File: src/rtl/video_timing_gen_if.sv
// rtl/video_timing_gen_if.sv - raster timing bundle between the generator and its consumers.
// frameCount exists only when FRAME_COUNTER_EN is defined.
interface video_timing_gen_if #(
  parameter int H_WIDTH = 11,
  parameter int V_WIDTH = 10
);
  logic               pixEn;
  logic               hsync;
  logic               vsync;
  logic               videoActive;
  logic               lineStarting;
  logic               lineEnding;
  logic               frameStart;
  logic [H_WIDTH-1:0] hPos;
  logic [V_WIDTH-1:0] vPos;
  logic               nextFrameActive;
  logic [V_WIDTH-1:0] nextVPos;
`ifdef FRAME_COUNTER_EN
  logic [15:0]        frameCount;
`endif

  modport master (
    input  pixEn,
    output hsync, vsync, videoActive, lineStarting, lineEnding, frameStart,
    output hPos, vPos, nextFrameActive, nextVPos
`ifdef FRAME_COUNTER_EN
    , output frameCount
`endif
  );

  modport slave (
    output pixEn,
    input  hsync, vsync, videoActive, lineStarting, lineEnding, frameStart,
    input  hPos, vPos, nextFrameActive, nextVPos
`ifdef FRAME_COUNTER_EN
    , input frameCount
`endif
  );
endinterface

File: src/rtl/video_timing_gen.sv
// rtl/video_timing_gen.sv - parametrised raster timing generator with pixel enable and look-ahead strobes.
// Define FRAME_COUNTER_EN to add a 16-bit frameCount output.
module video_timing_gen #(
  parameter int   H_VISIBLE      = 800,
  parameter int   H_FRONT        = 40,
  parameter int   H_SYNC         = 128,
  parameter int   H_BACK         = 88,
  parameter int   V_VISIBLE      = 600,
  parameter int   V_FRONT        = 1,
  parameter int   V_SYNC         = 4,
  parameter int   V_BACK         = 23,
  parameter int   H_WIDTH        = 11,
  parameter int   V_WIDTH        = 10,
  parameter logic HSYNC_POL      = 1'b1,
  parameter logic VSYNC_POL      = 1'b1,
  parameter int   PIPELINE_DELAY = 0
) (
  input  logic                clk40,
  input  logic                reset,
  video_timing_gen_if.master  vid
);

  localparam int H_TOTAL  = H_VISIBLE + H_FRONT + H_SYNC + H_BACK;
  localparam int V_TOTAL  = V_VISIBLE + V_FRONT + V_SYNC + V_BACK;
  localparam int HS_START = H_VISIBLE + H_FRONT;
  localparam int HS_END   = HS_START + H_SYNC;
  localparam int VS_START = V_VISIBLE + V_FRONT;
  localparam int VS_END   = VS_START + V_SYNC;

  localparam logic [H_WIDTH-1:0] H_LAST     = H_WIDTH'(H_TOTAL - 1);
  localparam logic [H_WIDTH-1:0] H_VIS      = H_WIDTH'(H_VISIBLE);
  localparam logic [H_WIDTH-1:0] H_VIS_LAST = H_WIDTH'(H_VISIBLE - 1);
  localparam logic [H_WIDTH-1:0] LS_AT      = H_WIDTH'(H_TOTAL - 1 - PIPELINE_DELAY);
  localparam logic [H_WIDTH-1:0] LE_AT      = H_WIDTH'(H_VISIBLE - 1 - PIPELINE_DELAY);
  localparam logic [V_WIDTH-1:0] V_LAST     = V_WIDTH'(V_TOTAL - 1);
  localparam logic [V_WIDTH-1:0] V_VIS      = V_WIDTH'(V_VISIBLE);

  logic [H_WIDTH-1:0] h_count;
  logic [H_WIDTH-1:0] h_next;
  logic [V_WIDTH-1:0] v_count;
  logic [V_WIDTH-1:0] v_next;
  logic [V_WIDTH-1:0] next_v_count;
  logic [V_WIDTH-1:0] next_v_load;
  logic               h_wrap;
  logic               v_wrap;
  logic               hsync_q;
  logic               vsync_q;
  logic               hsync_next;
  logic               vsync_next;
  logic               h_vis;
  logic               v_vis;
  logic               next_vis;
  logic [31:0]        h_next_ext;
  logic [31:0]        v_next_ext;

  // Sync windows are decoded from the post-increment counters so the
  // registered syncs line up with the counters they describe.
  always_comb begin
    h_wrap      = (h_count == H_LAST);
    v_wrap      = (v_count == V_LAST);
    h_next      = h_wrap ? '0 : h_count + 1'b1;
    v_next      = h_wrap ? next_v_count : v_count;
    next_v_load = v_wrap ? '0 : v_count + 1'b1;
    h_next_ext  = 32'(h_next);
    v_next_ext  = 32'(v_next);
    hsync_next  = ((h_next_ext >= 32'(HS_START)) && (h_next_ext < 32'(HS_END))) ? HSYNC_POL : ~HSYNC_POL;
    vsync_next  = ((v_next_ext >= 32'(VS_START)) && (v_next_ext < 32'(VS_END))) ? VSYNC_POL : ~VSYNC_POL;
  end

  always_ff @(posedge clk40) begin
    if (reset) begin
      h_count      <= '0;
      v_count      <= '0;
      next_v_count <= '0;
      hsync_q      <= ~HSYNC_POL;
      vsync_q      <= ~VSYNC_POL;
    end else if (vid.pixEn) begin
      h_count <= h_next;
      v_count <= v_next;
      hsync_q <= hsync_next;
      vsync_q <= vsync_next;
      // Loaded at the end of the visible part so it is stable through h-blank.
      if (h_count == H_VIS_LAST) begin
        next_v_count <= next_v_load;
      end
    end
  end

`ifdef FRAME_COUNTER_EN
  logic [15:0] frame_count;

  always_ff @(posedge clk40) begin
    if (reset) begin
      frame_count <= '0;
    end else if (vid.pixEn && h_wrap && v_wrap) begin
      frame_count <= frame_count + 16'd1;
    end
  end

  assign vid.frameCount = frame_count;
`endif

  assign h_vis    = (h_count < H_VIS);
  assign v_vis    = (v_count < V_VIS);
  assign next_vis = (next_v_count < V_VIS);

  assign vid.hsync           = hsync_q;
  assign vid.vsync           = vsync_q;
  assign vid.videoActive     = h_vis & v_vis;
  assign vid.hPos            = h_vis ? h_count : '0;
  assign vid.vPos            = v_vis ? v_count : '0;
  assign vid.nextFrameActive = next_vis;
  assign vid.nextVPos        = next_vis ? next_v_count : '0;
  assign vid.lineStarting    = vid.pixEn & (h_count == LS_AT);
  assign vid.lineEnding      = vid.pixEn & (h_count == LE_AT);
  assign vid.frameStart      = vid.pixEn & h_wrap & v_wrap;

endmodule

File: src/flat_wrapper.sv
// flat-port wrapper written by rule: the top's interface ports become plain ports
module video_timing_gen_flat 
#(
  parameter int   H_VISIBLE      = 800,
  parameter int   H_FRONT        = 40,
  parameter int   H_SYNC         = 128,
  parameter int   H_BACK         = 88,
  parameter int   V_VISIBLE      = 600,
  parameter int   V_FRONT        = 1,
  parameter int   V_SYNC         = 4,
  parameter int   V_BACK         = 23,
  parameter int   H_WIDTH        = 11,
  parameter int   V_WIDTH        = 10,
  parameter logic HSYNC_POL      = 1'b1,
  parameter logic VSYNC_POL      = 1'b1,
  parameter int   PIPELINE_DELAY = 0
)
  (clk40, reset, vid_pixEn, vid_hsync, vid_vsync, vid_videoActive, vid_lineStarting, vid_lineEnding, vid_frameStart, vid_hPos, vid_vPos, vid_nextFrameActive, vid_nextVPos);
  video_timing_gen_if #(.H_WIDTH(H_WIDTH), .V_WIDTH(V_WIDTH)) vid_i ();
  input  logic clk40;
  input  logic reset;
  input wire logic [$bits(vid_i.pixEn)-1:0] vid_pixEn;
  output wire logic [$bits(vid_i.hsync)-1:0] vid_hsync;
  output wire logic [$bits(vid_i.vsync)-1:0] vid_vsync;
  output wire logic [$bits(vid_i.videoActive)-1:0] vid_videoActive;
  output wire logic [$bits(vid_i.lineStarting)-1:0] vid_lineStarting;
  output wire logic [$bits(vid_i.lineEnding)-1:0] vid_lineEnding;
  output wire logic [$bits(vid_i.frameStart)-1:0] vid_frameStart;
  output wire logic [$bits(vid_i.hPos)-1:0] vid_hPos;
  output wire logic [$bits(vid_i.vPos)-1:0] vid_vPos;
  output wire logic [$bits(vid_i.nextFrameActive)-1:0] vid_nextFrameActive;
  output wire logic [$bits(vid_i.nextVPos)-1:0] vid_nextVPos;
  assign vid_i.pixEn = vid_pixEn;
  assign vid_hsync = vid_i.hsync;
  assign vid_vsync = vid_i.vsync;
  assign vid_videoActive = vid_i.videoActive;
  assign vid_lineStarting = vid_i.lineStarting;
  assign vid_lineEnding = vid_i.lineEnding;
  assign vid_frameStart = vid_i.frameStart;
  assign vid_hPos = vid_i.hPos;
  assign vid_vPos = vid_i.vPos;
  assign vid_nextFrameActive = vid_i.nextFrameActive;
  assign vid_nextVPos = vid_i.nextVPos;
  video_timing_gen #(.H_VISIBLE(H_VISIBLE), .H_FRONT(H_FRONT), .H_SYNC(H_SYNC), .H_BACK(H_BACK), .V_VISIBLE(V_VISIBLE), .V_FRONT(V_FRONT), .V_SYNC(V_SYNC), .V_BACK(V_BACK), .H_WIDTH(H_WIDTH), .V_WIDTH(V_WIDTH), .HSYNC_POL(HSYNC_POL), .VSYNC_POL(VSYNC_POL), .PIPELINE_DELAY(PIPELINE_DELAY)) u_core (.clk40(clk40), .reset(reset), .vid(vid_i));
endmodule
File: config.mk
export PLATFORM = sky130hd
export DESIGN_NAME = video_timing_gen_flat
export DESIGN_NICKNAME = d
export VERILOG_FILES = /design/src/rtl/video_timing_gen_if.sv /design/src/rtl/video_timing_gen.sv /design/src/flat_wrapper.sv
export SDC_FILE = /design/constraint.sdc
export NUM_CORES = 1
export LEC_CHECK = 0
export CAP_MARGIN = 10
export CORE_MARGIN = 5
export CORE_UTILIZATION = 45
export DETAILED_ROUTE_END_ITERATION = 16
export HOLD_SLACK_MARGIN = 0.15
export PLACE_DENSITY_LB_ADDON = 0.05
export SYNTH_ARGS = -nofsm -noshare
export SYNTH_HDL_FRONTEND = slang
export SYNTH_SLANG_ARGS = --single-unit
export TNS_END_PERCENT = 5
File: constraint.sdc
create_clock -name clk40 -period 6.92 [get_ports clk40]
set_clock_uncertainty 0.2 [all_clocks]
set_input_delay 1.384 -clock clk40 [delete_from_list [all_inputs] [get_ports clk40]]
set_output_delay 1.384 -clock clk40 [all_outputs]
set_load 0.01 [all_outputs]
==> metrics.txt, run 1 <==
status=completed; met1 wire length=between 2 and 3 mm; Critical path buffers and inverters=3; hold depth=2; power per cell area=139 nW/um2; layout cells sized above 1=0.0680; Worst R2R Path Depth=7; DRC Markers=0; syn nets=271; Slew @ Worst Pin=0.640 ns; cells along the critical path=clkdlybuf4s50_1 > nand2_1 > or4_4 > clkinv_4 > clkdlybuf4s50_1; clk sinks=33; CTS max path bufs=2; Hold-fix buffers, CTS=0; initial antenna violation count=0; initial DRC count=185; # H-tree levels=2; crit-path max FO=20; synth unique cells=53; hold path endpoint=u_core.vid.vsync$_SDFFE_PP0P_; CP Data Required Time=5.34 ns; Pins Over Slew Limit=0; Worst EP arrival=3.81 ns; ANT cells=0; Via Count=1888; Worst path most repeated cell=clkdlybuf4s50_1; Reg-to-Reg End=u_core.v_count[4]$_SDFFE_PP0P_; hpwl dp=approximately 3.5 mm; commonest cells after routing, fill and taps aside=clkdlybuf4s50_1, dfxtp_1, nand2_1; register-to-register setup slack=approximately 4.2 ns; top cell type's share of synthesized area=0.320; critical path's slowest cell=clkdlybuf4s50_1; top area cells in the synthesized netlist=dfxtp_1, and2_1, nand2_1, nor2_1, xor2_1; IO Pins=41; Avg Inst Size Synth=7.76 um2; Placed Instances=338; Pleak=0.897 nW; RePlAce Congestion=0.837; die area=approximately 6000 um2; largest net degree at the start of global routing=35; Yosys top cell by area=dfxtp_1; CTS resizes=0; slew margin rel.=0.572; Top Metal Used=met4; Final Non-Filler Cells=346; global-route usage over all layers=0.168; vias per inst=5.46; Post-synth EDFFs=0; area occupied by multi-input gates=1250 um2; Area growth, synth to finish=20.6%; first-pass GRT wire length=8.33 mm; worst min-delay path startpoint=u_core.vid.vsync$_SDFFE_PP0P_; CTS root buf=clkbuf_8; FF+latch count, synth=33; delay-heaviest family, CP=buffers and inverters; WL met3=281 um; RSZ-0062 raised after global routing=no; detailed-route wire length=5.00 mm; post-route antenna net violation count=0; Setup CP Type=primary input to output port; # rows=24; number of global-route vias before repair=between 1500 and 2000; Routed met2 length=2.00 mm; CTS Buf Count=5; final setup fails=0; WL per Instance=14.5 um; number of max-cap violations=0; Setup crit start kind=primary input; Final Power=0.345 mW; Final Cycle Share=0.779; Nets=298; Crit. End Element=output port; sequential cell area fraction in the yosys report=0.320; total core area=4410 um2; buffer count from post-CTS setup fixing=0; GRT overflow=0; Gate Count Post-Synth=266; Final min period=5.39 ns; Worst path max stage delay=about 0.88 ns; Sequential cell area=661 um2; First-pass DRT Iterations=4; Clock Pin Slew Worst Setup and Hold Paths=0.07 ns; endpoints failing hold=0; top_reg_cell synth=dfxtp_1; FFs w/ async S/R, synth=0; R2R Path Start=u_core.h_count[0]$_SDFFE_PP0P_; Achievable Freq=185 MHz; HP Class=register to register; CTS tree=yes; die width=77.7 um; commonest non-fill, non-tap cell in the layout=clkdlybuf4s50_1; worst skew pair latency=about 0.28 ns; Mapped Area=just over 2000 um2; worst vdd ir=0.0944 mV; synth warn=0; die span in y=77.7 um; Core Util, Final=0.564; port bufs=39; fillers=443; setup_tns=0 ns; hold_ws=0.290 ns; starting density of the core=0.467
## logic make-up (layout without fill, tap and decap cells)
| kind of cell | Yosys count | after routing | synth area share |
|---|---|---|---|
| flops | 33 | 33 | 0.320 |
| mux | 1 | 1 | 0.00546 |
| fa+ha+maj | 2 | 2 | 0.0121 |
| xor+xnor | 18 | 18 | 0.0764 |
| compound gates | 45 | 45 | 0.145 |
| other cells | 1 | 1 | 0.00182 |
| simple gates | 139 | 139 | 0.366 |
| buf+inv | 27 | 55 | 0.0734 |
## final cells by class
type | count | share of cell area
Clock buffer | 6 | 0.0292
Sequential cell | 33 | 0.265
Timing Repair Buffer | 40 | 0.160
Multi-Input combinational cell | 206 | 0.503
Tap cell | 52 | 0.0261
Clock inverter | 2 | 0.00402
Inverter | 7 | 0.0126
## per-stage QoR
stage	area (um2)	setup WS [ns]
6_report	2490	1.53
2_1_floorplan	2060	3.13
5_1_grt	2490	1.42
3_3_place_gp	2410	1.59
3_5_place_dp	2410	1.53
4_1_cts	2490	1.54
## synthesized netlist by cell type (all sizes together) (2+ instances only)
cell	instances
a211oi	3
a21oi	15
a22oi	9
a31oi	3
and2	23
and3	8
and3b	2
buf	9
clkbuf	11
dfxtp	33
ha	2
inv	6
nand2	33
nand2b	5
nand3	7
nand3b	4
nand4	4
nor2	32
nor2b	6
nor3	4
nor4	2
o21ai	5
or4	2
xnor2	6
xor2	12
## sequential cells by signal (all words and copies together), names as in the netlist
register	cells
u_core.v_count	10
u_core.next_v_count	10
u_core.h_count	11
u_core.vid.hsync	1
u_core.vid.vsync	1
## tightest hold or removal path: stages, from the launching register on
cell and delay [ns]:
dfxtp_1 0.31, nor2_1 0.08, a211oi_1 0.05
## worst max-delay path by stage
stage | start | endpoint | slack, ns | cells after the start
floorplan | vid_pixEn | vid_lineEnding | 3.13 | 4
global placement | vid_pixEn | vid_lineEnding | 1.59 | 5
detailed placement | vid_pixEn | vid_lineEnding | 1.53 | 5
CTS | vid_pixEn | vid_lineEnding | 1.54 | 5
global route | vid_pixEn | vid_lineEnding | 1.42 | 5
finish | vid_pixEn | vid_lineEnding | 1.53 | 5
## power by group
| group | internal (mW) | switching, mW |
|---|---|---|
| Sequential | 0.191 | 0.00173 |
| Clock | 0.0696 | 0.0689 |
| Combinational | 0.00580 | 0.00769 |
## per-layer routing
metal  vias up  global-route usage
met5         -                   0
met4         0              0.0533
met3         6              0.0440
met2        56               0.221
met1       863               0.260
li1        963                   -
(Power assumes the default switching activity.)
==> inputs of run 2 (changes only) <==
==> constraint.sdc (replaced) <==
create_clock -name clk40 -period 4.5 [get_ports clk40]
set_clock_uncertainty 0.2 [all_clocks]
set_input_delay 0.9 -clock clk40 [delete_from_list [all_inputs] [get_ports clk40]]
set_output_delay 0.9 -clock clk40 [all_outputs]
set_load 0.01 [all_outputs]
==> run 2 against run 1 <==
  * Hold slack barely moved
  * Routed wire length rose by 1.8%
  * Combinational power rose by 61%
  * Highest routed layer unchanged
==> metrics.txt, run 2 (synthesis results as in run 1) <==
port bufs=39; power per cell area=215 nW/um2; cells along the critical path=ha_1 > nand4_1 > nor4b_4 > buf_4 > nand2_2 > inv_2 > clkdlybuf4s50_1; Pleak=between 0.9 and 1 nW; post-route antenna net violation count=0; crit-path max FO=12; starting density of the core=0.467; Top reg by flops=u_core.h_count; ANT cells=0; Setup CP Type=register to output port; area occupied by multi-input gates=1250 um2; Via Count=1842; Sequential cell area=661 um2; HP Class=register to register; Final Power=0.539 mW; number of max-cap violations=0; RePlAce Congestion=0.864; fillers=between 400 and 500; Cell Int Power=between 0.4 and 0.5 mW; commonest cells after routing, fill and taps aside=clkdlybuf4s50_1, dfxtp_1, nand2_1; CTS tree=yes; critical path's slowest cell=clkdlybuf4s50_1; Pins Over Slew Limit=0; hold_ws=0.289 ns; Setup crit start kind=register; number of global-route vias before repair=1749; global-route usage over all layers=0.174; layout cells sized above 1=0.0777; die span in y=77.7 um; detailed-route wire length=between 5 and 6 mm; worst skew pair latency=slightly below 0.3 ns; clk sinks=33; CTS Buf Count=5; DRC Markers=0; total core area=4410 um2; sw power=0.129 mW; sequential cell fraction of total power=0.550; Combinational Power Share=0.040; vias per inst=5.29; Final Cycle Share=0.868; delay-heaviest family, CP=buffers and inverters; First-pass DRT Iterations=5; endpoints failing hold=0; hpwl dp=3.64 mm; Top Registers=u_core.h_count (11), u_core.next_v_count (10), u_core.v_count (10); CTS resizes=0; slew margin rel.=0.534; initial DRC count=112; Slew @ Worst Pin=slightly below 0.7 ns; max reg flops=11; status=completed; Achievable Freq=about 260 MHz; buffer count from post-CTS setup fixing=0; CTS root buf=clkbuf_8; die area=6040 um2; # H-tree levels=2; Worst path max stage delay=~0.57 ns; Clock Pin Slew Worst Setup and Hold Paths=0.07 ns; Area growth, synth to finish=21.5%; GRT overflow=0; worst vdd ir=0.142 mV; Worst EP arrival=2.80 ns; # rows=24; Core Util, Final=0.568; Nets=300; RSZ-0062 raised after global routing=no; initial antenna violation count=0; first-pass GRT wire length=8.63 mm; CTS max path bufs=2; final setup fails=0; WL per Instance=14.6 um; largest net degree at the start of global routing=27; setup_tns=0 ns; IO Pins=41; die width=roughly 78 um; Crit. End Element=output port; Final min period=3.90 ns; CP Data Required Time=about 3.4 ns; commonest non-fill, non-tap cell in the layout=clkdlybuf4s50_1; register-to-register setup slack=2.03 ns; Hold-fix buffers, CTS=0; Critical path buffers and inverters=3; switching share of power=0.239; Clk pwr share=0.410
==> run 2: final cells by class <==
cell class	instances	area share
Clock buffer	5	0.0274
Tap cell	52	0.0259
Inverter	7	0.0125
Multi-Input combinational cell	206	0.499
Sequential cell	33	0.263
Clock inverter	3	0.00699
Timing Repair Buffer	42	0.165
==> run 2: final timing paths <==
kind / startpoint / to / cells after the start
worst max-delay path: u_core.h_count[1]$_SDFFE_PP0P_ / vid_lineStarting / 7
worst min-delay path: u_core.next_v_count[8]$_SDFFE_PP0P_ / u_core.v_count[8]$_SDFFE_PP0P_ / 2
worst max register to register: u_core.h_count[1]$_SDFFE_PP0P_ / u_core.next_v_count[9]$_SDFFE_PP0P_ / 6
worst min register to register: u_core.next_v_count[8]$_SDFFE_PP0P_ / u_core.v_count[8]$_SDFFE_PP0P_ / 2
==> run 2: power by group through the flow <==
| stage | Sequential (mW) | Clock (mW) | Combinational, mW |
|---|---|---|---|
| after global routing | 0.297 | 0.241 | 0.0241 |
| after floorplan | 0.302 | 0 | 0.0138 |
| final | 0.296 | 0.221 | 0.0218 |
| after CTS | 0.296 | 0.228 | 0.0217 |
| after global placement | 0.303 | 0 | 0.0217 |
| after detailed placement | 0.303 | 0 | 0.0214 |
==> run 2: tightest hold or removal path: stages, from the launching register on <==
cell and delay, ns:
dfxtp_1 0.34, nand2_1 0.06, a21oi_1 0.05
==> run 2: per-stage QoR <==
step | worst slack, ns | instances | cell area, um2
2_1_floorplan | 1.61 | 266 | 2060
3_3_place_gp | 0.632 | 340 | 2420
3_5_place_dp | 0.623 | 340 | 2420
4_1_cts | 0.612 | 348 | 2510
5_1_grt | 0.406 | 348 | 2510
6_report | 0.596 | 348 | 2510
==> run 2: layer usage <==
metal / share of wire / global-route usage
met4: 0.014 / 0.0515
met5: 0 / 0
met2: 0.40 / 0.250
met3: 0.064 / 0.0405
met1: 0.52 / 0.258
==> inputs of run 3 (changes only) <==
--- a/config.mk
+++ b/config.mk
@@ -9,7 +9,7 @@
 export CORE_MARGIN = 5
 export CORE_UTILIZATION = 45
 export DETAILED_ROUTE_END_ITERATION = 16
-export HOLD_SLACK_MARGIN = 0.15
+export GPL_ROUTABILITY_DRIVEN = 1
 export PLACE_DENSITY_LB_ADDON = 0.05
 export SYNTH_ARGS = -nofsm -noshare
 export SYNTH_HDL_FRONTEND = slang
==> results of run 3 <==
Same layout as run 2: the final DEF is identical, and so are final timing and power.
